<file path="config.mk">
export PLATFORM = sky130hd
export DESIGN_NAME = mem_port_arbiter
export DESIGN_NICKNAME = d
export VERILOG_FILES = /design/src/rtl/mem_port_arbiter.sv
export SDC_FILE = /design/constraint.sdc
export NUM_CORES = 1
export LEC_CHECK = 0
export CORE_ASPECT_RATIO = 1.25
export CORE_MARGIN = 4
export CORE_UTILIZATION = 35
export DETAILED_ROUTE_END_ITERATION = 12
export HOLD_SLACK_MARGIN = 0.06
export PLACE_DENSITY_LB_ADDON = 0.12
export RECOVER_POWER = 50
export SLEW_MARGIN = 20
export SYNTH_ARGS = -nofsm -noshare
export SYNTH_HDL_FRONTEND = slang
export SYNTH_SLANG_ARGS = --single-unit
</file>
<file path="constraint.sdc">
create_clock -name clock -period 2.6 [get_ports clock]
set_clock_uncertainty 0.2 [all_clocks]
set_input_delay 0.52 -clock clock [delete_from_list [all_inputs] [get_ports clock]]
set_output_delay 0.52 -clock clock [all_outputs]
set_load 0.02 [all_outputs]
</file>
<file path="src/rtl/mem_port_arbiter.sv">
// mem_port_arbiter
// Arbitrates one shared memory port between an instruction-fetch requester
// and a load/store requester.  Only one memory transaction is ever in flight.
// Data requests normally win, but after STARVE_LIMIT consecutive data grants
// with fetch waiting, fetch is given the next grant.
//
// Handshake: a requester holds *_req until it sees *_gnt (a one-cycle pulse
// in IDLE).  The arbiter then holds mem_req with stable fields until mem_gnt,
// and forwards the single-cycle mem_rvalid/mem_rdata response to the owner.
//
// Ports
//   clock, reset          : clock, synchronous active-low reset
//   if_req/if_addr        : fetch request (read only)
//   if_gnt/if_rvalid/if_rdata : fetch accept pulse and response
//   d_req/d_we/d_be/d_addr/d_wdata : load/store request
//   d_gnt/d_rvalid/d_rdata : data accept pulse and response
//   mem_req/mem_we/mem_be/mem_addr/mem_wdata : shared memory request
//   mem_gnt/mem_rvalid/mem_rdata : memory accept and response
//   busy                  : a transaction is in progress
//   protocol_err          : sticky, set by a response with nothing waiting
//   dbg_state             : current FSM state (0 IDLE, 1 REQ, 2 WAIT)
module mem_port_arbiter #(
    parameter int XLEN         = 32,
    parameter int STARVE_LIMIT = 4
) (
    input  logic              clock,
    input  logic              reset,
    input  logic              if_req,
    input  logic [XLEN-1:0]   if_addr,
    output logic              if_gnt,
    output logic              if_rvalid,
    output logic [XLEN-1:0]   if_rdata,
    input  logic              d_req,
    input  logic              d_we,
    input  logic [XLEN/8-1:0] d_be,
    input  logic [XLEN-1:0]   d_addr,
    input  logic [XLEN-1:0]   d_wdata,
    output logic              d_gnt,
    output logic              d_rvalid,
    output logic [XLEN-1:0]   d_rdata,
    output logic              mem_req,
    output logic              mem_we,
    output logic [XLEN/8-1:0] mem_be,
    output logic [XLEN-1:0]   mem_addr,
    output logic [XLEN-1:0]   mem_wdata,
    input  logic              mem_gnt,
    input  logic              mem_rvalid,
    input  logic [XLEN-1:0]   mem_rdata,
    output logic              busy,
    output logic              protocol_err,
    output logic [1:0]        dbg_state
);

    typedef enum logic [1:0] {
        S_IDLE = 2'd0,
        S_REQ  = 2'd1,
        S_WAIT = 2'd2
    } state_t;

    localparam logic [3:0] LIMIT = 4'(STARVE_LIMIT);

    state_t              r_state;
    state_t              w_next_state;
    logic [3:0]          r_starve;
    logic                r_err;
    logic                r_live;     // low during reset and the cycle after
    logic                r_own_f;
    logic                r_own_d;
    logic                r_we;
    logic [XLEN/8-1:0]   r_be;
    logic [XLEN-1:0]     r_addr;
    logic [XLEN-1:0]     r_wdata;

    logic                w_live;
    logic                w_pick_f;
    logic                w_pick_d;
    logic                w_accept;

    // Outputs are held quiet while reset is low and for one cycle after it.
    assign w_live   = reset & r_live;
    assign w_pick_f = if_req & (~d_req | (r_starve == LIMIT));
    assign w_pick_d = d_req & ~w_pick_f;
    assign w_accept = w_live & (r_state == S_IDLE) & (if_req | d_req);

    // State register
    always_ff @(posedge clock) begin
        if (!reset) begin
            r_state <= S_IDLE;
        end else begin
            r_state <= w_next_state;
        end
    end

    // Next-state logic
    always_comb begin
        w_next_state = r_state;
        case (r_state)
            S_IDLE:  if (w_accept)   w_next_state = S_REQ;
            S_REQ:   if (mem_gnt)    w_next_state = S_WAIT;
            S_WAIT:  if (mem_rvalid) w_next_state = S_IDLE;
            default:                 w_next_state = S_IDLE;
        endcase
    end

    // Output logic
    always_comb begin
        if_gnt    = 1'b0;
        d_gnt     = 1'b0;
        mem_req   = 1'b0;
        busy      = 1'b0;
        if_rvalid = 1'b0;
        d_rvalid  = 1'b0;
        if (w_live) begin
            case (r_state)
                S_IDLE: begin
                    if_gnt = w_pick_f;
                    d_gnt  = w_pick_d;
                end
                S_REQ: begin
                    mem_req = 1'b1;
                    busy    = 1'b1;
                end
                S_WAIT: begin
                    busy      = 1'b1;
                    if_rvalid = r_own_f & mem_rvalid;
                    d_rvalid  = r_own_d & mem_rvalid;
                end
                default: ;
            endcase
        end
    end

    assign if_rdata     = if_rvalid ? mem_rdata : '0;
    assign d_rdata      = d_rvalid  ? mem_rdata : '0;
    assign mem_we       = mem_req & r_we;
    assign mem_be       = mem_req ? r_be    : '0;
    assign mem_addr     = mem_req ? r_addr  : '0;
    assign mem_wdata    = mem_req ? r_wdata : '0;
    assign protocol_err = r_err;
    assign dbg_state    = r_state;

    // Request capture, owner and starvation tracking
    always_ff @(posedge clock) begin
        if (!reset) begin
            r_live   <= 1'b0;
            r_starve <= '0;
            r_own_f  <= 1'b0;
            r_own_d  <= 1'b0;
            r_we     <= 1'b0;
            r_be     <= '0;
            r_addr   <= '0;
            r_wdata  <= '0;
        end else begin
            r_live <= 1'b1;
            if (w_accept) begin
                r_own_f <= w_pick_f;
                r_own_d <= w_pick_d;
                if (w_pick_f) begin
                    r_we    <= 1'b0;
                    r_be    <= '1;
                    r_addr  <= if_addr;
                    r_wdata <= '0;
                end else begin
                    r_we    <= d_we;
                    r_be    <= d_be;
                    r_addr  <= d_addr;
                    r_wdata <= d_wdata;
                end
            end
            // Count data grants that made fetch wait; any idle cycle without
            // a fetch request, or a fetch grant, starts the count over.
            if (w_live && (r_state == S_IDLE)) begin
                if (!if_req || w_pick_f) begin
                    r_starve <= '0;
                end else if (w_pick_d && (r_starve < LIMIT)) begin
                    r_starve <= r_starve + 4'd1;
                end
            end
        end
    end

    // A response with no transaction waiting for it is a protocol error.
    always_ff @(posedge clock) begin
        if (!reset) begin
            r_err <= 1'b0;
        end else if (mem_rvalid && (r_state != S_WAIT)) begin
            r_err <= 1'b1;
        end
    end

endmodule

</file>
; Yosys cells after proc, flatten, opt, wreduce, memory -nomap -nowiden
; Index checks and enable logic that the tools add are counted.
[word_totals]
regBits = 79
in_bits = 139
output_inout_bits = 142
wordCells = 69
[op_classes]
add_sub_neg = 1
n_lt_le_gt_ge = 1
n_eq_ne = 7
mux = 28
bitwise = 12
reduce_logical = 10
[ops]
columns = op, count
row1 = 2-to-1 mux 32 bit, 6
row2 = 2-to-1 mux 4 bit, 4
row3 = 2-to-1 mux 1 bit, 14
row4 = bitwise AND 1 bit, 8
row5 = != test 2 bit (second input constant), 4
row6 = 2-to-1 mux 2 bit, 3
row7 = case mux 2 bit (3 select lines), 1
row8 = adder 4 x 1 -> 4 bit (second input constant), 1
row9 = equality test 4 x 3 -> 1 bit (second input constant), 1
row10 = < comparator 4 x 3 -> 1 bit (second input constant), 1
row11 = logical AND 1 bit, 3
row12 = AND reduction 3 bit, 1
row13 = equality test 2 x 1 -> 1 bit (second input constant), 1
row14 = equality test 2 bit (second input constant), 1
row15 = logical NOT 2 bit, 1
row16 = NOT 1 bit, 2
row17 = OR 1 bit, 2
row18 = AND reduction 2 bit, 1
row19 = nonzero test 2 bit, 1
row20 = OR reduction 2 bit, 1
row21 = logical NOT 1 bit, 1
row22 = logical OR 1 bit, 1

; Logic depth before layout (Yosys ltp)
[logic_depth]
word_depth = 8
ltp_mapped = 8
ltp_nobuf = 8

; Least setup slack after synthesis
; OpenSTA, ideal clock, no wires.
[synth_timing]
path_kind = input to output
from = input port reset
to = output port d_rdata[22]
arrival_time_ps = 1662
t_required_ps = 1880
setup_slack_ps = 218
path_stages = 5
path_buffers = 2
cell_sequence = buf_4 and2_1 and4_1 clkbuf_1 and2_1
[synth_via]
elab_chain_len = 3
[synth_lines]
columns = element, line
row1 = from (decl), 27  ; input logic reset,
row2 = bitwise AND 1 bit, 80  ; assign w_live = reset & r_live;
row3 = 2-to-1 mux 1 bit, 113  ; if (w_live) begin
row4 = via d_rvalid, 39  ; output logic d_rvalid,
row5 = 2-to-1 mux 32 bit, 134  ; assign d_rdata = d_rvalid ? mem_rdata : '0;
row6 = to (decl), 40  ; output logic [XLEN-1:0] d_rdata,
; The timed path passes the listed nets, and every way through them passes these cells.

; Final worst setup path
[layout_timing]
from = input port mem_rvalid
to = output port d_rdata[28]
[layout_via]
elab_chain_len = 4
[layout_lines]
columns = element, line
row1 = from (decl), 47  ; input logic mem_rvalid,
row2 = bitwise AND 1 bit, 126  ; d_rvalid = r_own_d & mem_rvalid;
row3 = 2-to-1 mux 1 bit, 114  ; case (r_state)
row4 = 2-to-1 mux 1 bit, 113
row5 = 2-to-1 mux 32 bit, 134
; No other way between the ends.

==> impl_results.md <==
- P_sw: 1090 µW
- CP Launch Type: input pin
- Warnings from Yosys: 0
- Fmax: 388 MHz
- Clk pwr share: 35.2%
- Levels on crit path: 5
- DIE WIDTH: between 100 and 150 µm
- Clk pin slew, worst setup/hold paths: 0.06 ns
- IO Port Bufs: 280
- Pre-CTS WS: -0.346 ns
- # Max-Cap Violations: 0
- Antenna diodes: 0
- Synth Area per Inst: 8.35 µm²
- Vias in the first global route: 4546
- Final wirelength: around 16000 µm
- Placed Area: 6950 µm²
- Post-CTS Hold Buffers: 0
- Synth async-reset ratio: 0%
- First-pass GRT wire length: 23600 µm
- Largest net degree at the start of global routing: 37
- Residual DRC: 0
- Drt wl/cell: approximately 18 µm
- Antenna violations before repair: 0
- Top post-synthesis cells by area: dfxtp_1 (40%), and2_1 (21%), a21oi_1 (8.5%)
- CTS Buf Count: 9
- CP max stage cell: clkdlybuf4s50_1
- Crit path capture: d_rdata[28]
- Post-Layout Cell Count: between 800 and 900
- Die height: 127 µm
- Cell Area, Synth: between 3000 and 4000 µm²
- Via Count: 4477
- R2r endpoint: r_wdata[18]$_SDFFE_PN0P_
- Crit path max-delay family: buffers and inverters
- Cell variety after synth: 34
- Grt total ovfl: 0
- Finish-stage setup viols: 0
- Post-Syn Nets: 623
- Ports: between 200 and 300
- Layout Nets: just over 900
- Fin. Hold Viols: 0
- Total core area: 11100 µm²
- Starting Density: roughly 36%
- Top cells by count, synth: and2_1 (135), dfxtp_1 (79), a21oi_1 (68)
- Detailed-placement wirelength estimate: 11500 µm
- Setup TNS: 0 ns
- WP data required: 1.88 ns
- Sw frac: 29.2%
- CTS Root Cell: clkbuf_16
- #FFs+latches synth: 79
- Outcome: complete, no violations
- Sequential fraction of the synthesis area: ~40%
- Worst r2r path cells: 9
- Power Internal: roughly 2600 µW
- Fin worst setup slack: 0.0251 ns
- Final Total Pwr: 3740 µW
- EDFF count, synth: 0
- Inst Count DP: 873
- WP buf/inv: 3
- Final Critical Period: approximately 2.6 ns
- Max incr delay on CP: slightly above 0.5 ns
- DR iter-0 viols: 145
- Cell taking the most area after synthesis: dfxtp_1
- Sequential Power Share: 38.7%
- H-tree Lvls: 3
- Clock Tree Buf Depth: 2
- Die ar.: 13200 µm²
- # clock sinks: 79
- Worst VDD drop: about 0.44 mV
- Share of layout cells above drive strength 1: 23.6%
- Synth top area share: between 30% and 40%
- P_leak: 0.00318 µW
- CP Max Fanout: 16
- P&R area growth vs syn: 80.6%
- Total GRT Usage: a little under a quarter
- Count leader, synth: and2_1
- Max-slew violation count: 0
- Power share of the combinational group: 26.2%
- Critical Path AT: 1.85 ns
- Worst setup EP type: primary output
- CTS tree: done
- Clk_lat worst skew: 0.33 ns
- Std-Cell Rows: 43
- Drt via density: 4.98
- Crit path launch: mem_rvalid
- Worst slew pin tran: 0.536 ns
- PwrDens: 520 nW/µm²
- Final Cell Area: 7190 µm²
- Number of fill cells: 1042
- Tcrit/Tclk final: 99.0%
- Synth Flop Type: dfxtp_1
- DR pass1 iterations: 4
- Relative slew slack: 64.3%
- Worst Setup Path Type: in -> out
- CP Cell Sequence: clkdlybuf4s50_1, and4_4, clkbuf_16, and2_1, clkdlybuf4s15_2
- Routability Congestion: about 0.83
- Reg2reg setup slack: 0.48 ns
- Antenna-violating nets left: 0
- HP Class: reg -> reg
- Crit Reg-Reg Startpoint: r_starve[0]$_SDFFE_PN0P_
- Syn Inst Count: 477
## stage by stage
step	hold slack, ns	util [%]
final	0.263	64.6
after global routing	0.281	64.6
after CTS	0.265	66.5
after detailed placement	0.246	62.4
after global placement	0.246	62.4
after floorplan	0.234	-
## routing by layer
layer / track usage, % / vias to the layer above / wire, µm
met5: 0 / - / 0
met4: 6.55 / 0 / 310
met3: 7.54 / 24 / 1520
met2: 40.4 / 203 / 7850
met1: 25.7 / 2066 / 6090
li1: - / 2184 / -
## power by group through the flow
stage / clock, µW / combinational, µW / sequential, µW
2_1_floorplan: 0 / 481 / 1470
3_3_place_gp: 0 / 917 / 1460
3_5_place_dp: 0 / 944 / 1470
4_1_cts: 1340 / 973 / 1450
5_1_grt: 1410 / 1070 / 1460
6_report: 1320 / 979 / 1450
## timing repair
| item | 4_1_cts | 5_1_grt |
|---|---|---|
| setup buffers | 2 | 5 |
| gates resized for setup | 388 | 64 |
| pin swaps | 1 | 4 |
| endpoints found under the hold margin | 0 | 0 |
| endpoints found under the setup margin | 138 | 99 |
| gates cloned | 1 | 2 |
## layout by cell type, fill, tap and decap left out, drive strengths merged
cell	instances
nor2	6
dlymetal6s2s	1
o221a	4
inv	13
bufinv	1
a21oi	68
o21a	2
and3	3
o21ai	38
and4	2
a32o	1
and2	136
clkinvlp	1
o211ai	1
dfxtp	79
nand2	38
ha	7
dlygate4sd2	3
nor2b	2
clkinv	1
clkdlybuf4s15	74
a22o	34
and3b	1
nor4bb	1
clkbuf	22
buf	80
a222oi	1
clkdlybuf4s50	140
a22oi	1
nand3	3
## kinds of logic after synthesis
group / Yosys count / synth area share, %
and+or+nand+nor: 192 / 28.0
adders and majority gates: 7 / 2.20
buffers and inverters: 49 / 6.47
AOI/OAI and AO/OA: 150 / 23.6
DFF: 79 / 39.7
## how the worst min path moves through the flow
stage / slack [ns] / endpoint / startpoint / cells past startpoint
6_report: 0.26 / protocol_err$_SDFFE_PN0P_ / protocol_err$_SDFFE_PN0P_ / 1
5_1_grt: 0.28 / r_wdata[2]$_SDFFE_PN0P_ / r_wdata[2]$_SDFFE_PN0P_ / 1
4_1_cts: 0.26 / r_starve[3]$_SDFFE_PN0P_ / r_starve[3]$_SDFFE_PN0P_ / 2
3_5_place_dp: 0.25 / r_wdata[15]$_SDFFE_PN0P_ / r_wdata[15]$_SDFFE_PN0P_ / 1
3_3_place_gp: 0.25 / r_starve[3]$_SDFFE_PN0P_ / r_starve[3]$_SDFFE_PN0P_ / 2
2_1_floorplan: 0.23 / r_starve[3]$_SDFFE_PN0P_ / r_starve[3]$_SDFFE_PN0P_ / 2
## worst register-to-register path, stage by stage, from the launching register on
cell	delay [ns]
dfxtp_2	0.34
inv_1	0.06
ha_1	0.20
and3b_1	0.22
o21ai_2	0.22
buf_4	0.15
nand2_2	0.07
clkinv_4	0.05
buf_4	0.33
a22o_1	0.24
## state kept, by name, summed over array words and instances, names as in the netlist
signal	count
r_we	1
r_starve	4
protocol_err	1
r_own_f	1
r_own_d	1
r_addr	32
r_live	1
r_wdata	32
r_be	4
dbg_state	2
## cell type report
| cell class | instances | area, µm² | area share [%] |
|---|---|---|---|
| repair buffers | 311 | 2930 | 40.7 |
| clock buffers | 9 | 225 | 3.13 |
| well taps | 135 | 169 | 2.35 |
| clock inverters | 7 | 83.8 | 1.17 |
| flip-flops and latches | 79 | 1580 | 22.0 |
| multi-input cells | 349 | 2160 | 30.1 |
| inverters | 9 | 38.8 | 0.539 |
(Power assumes the default switching activity.)
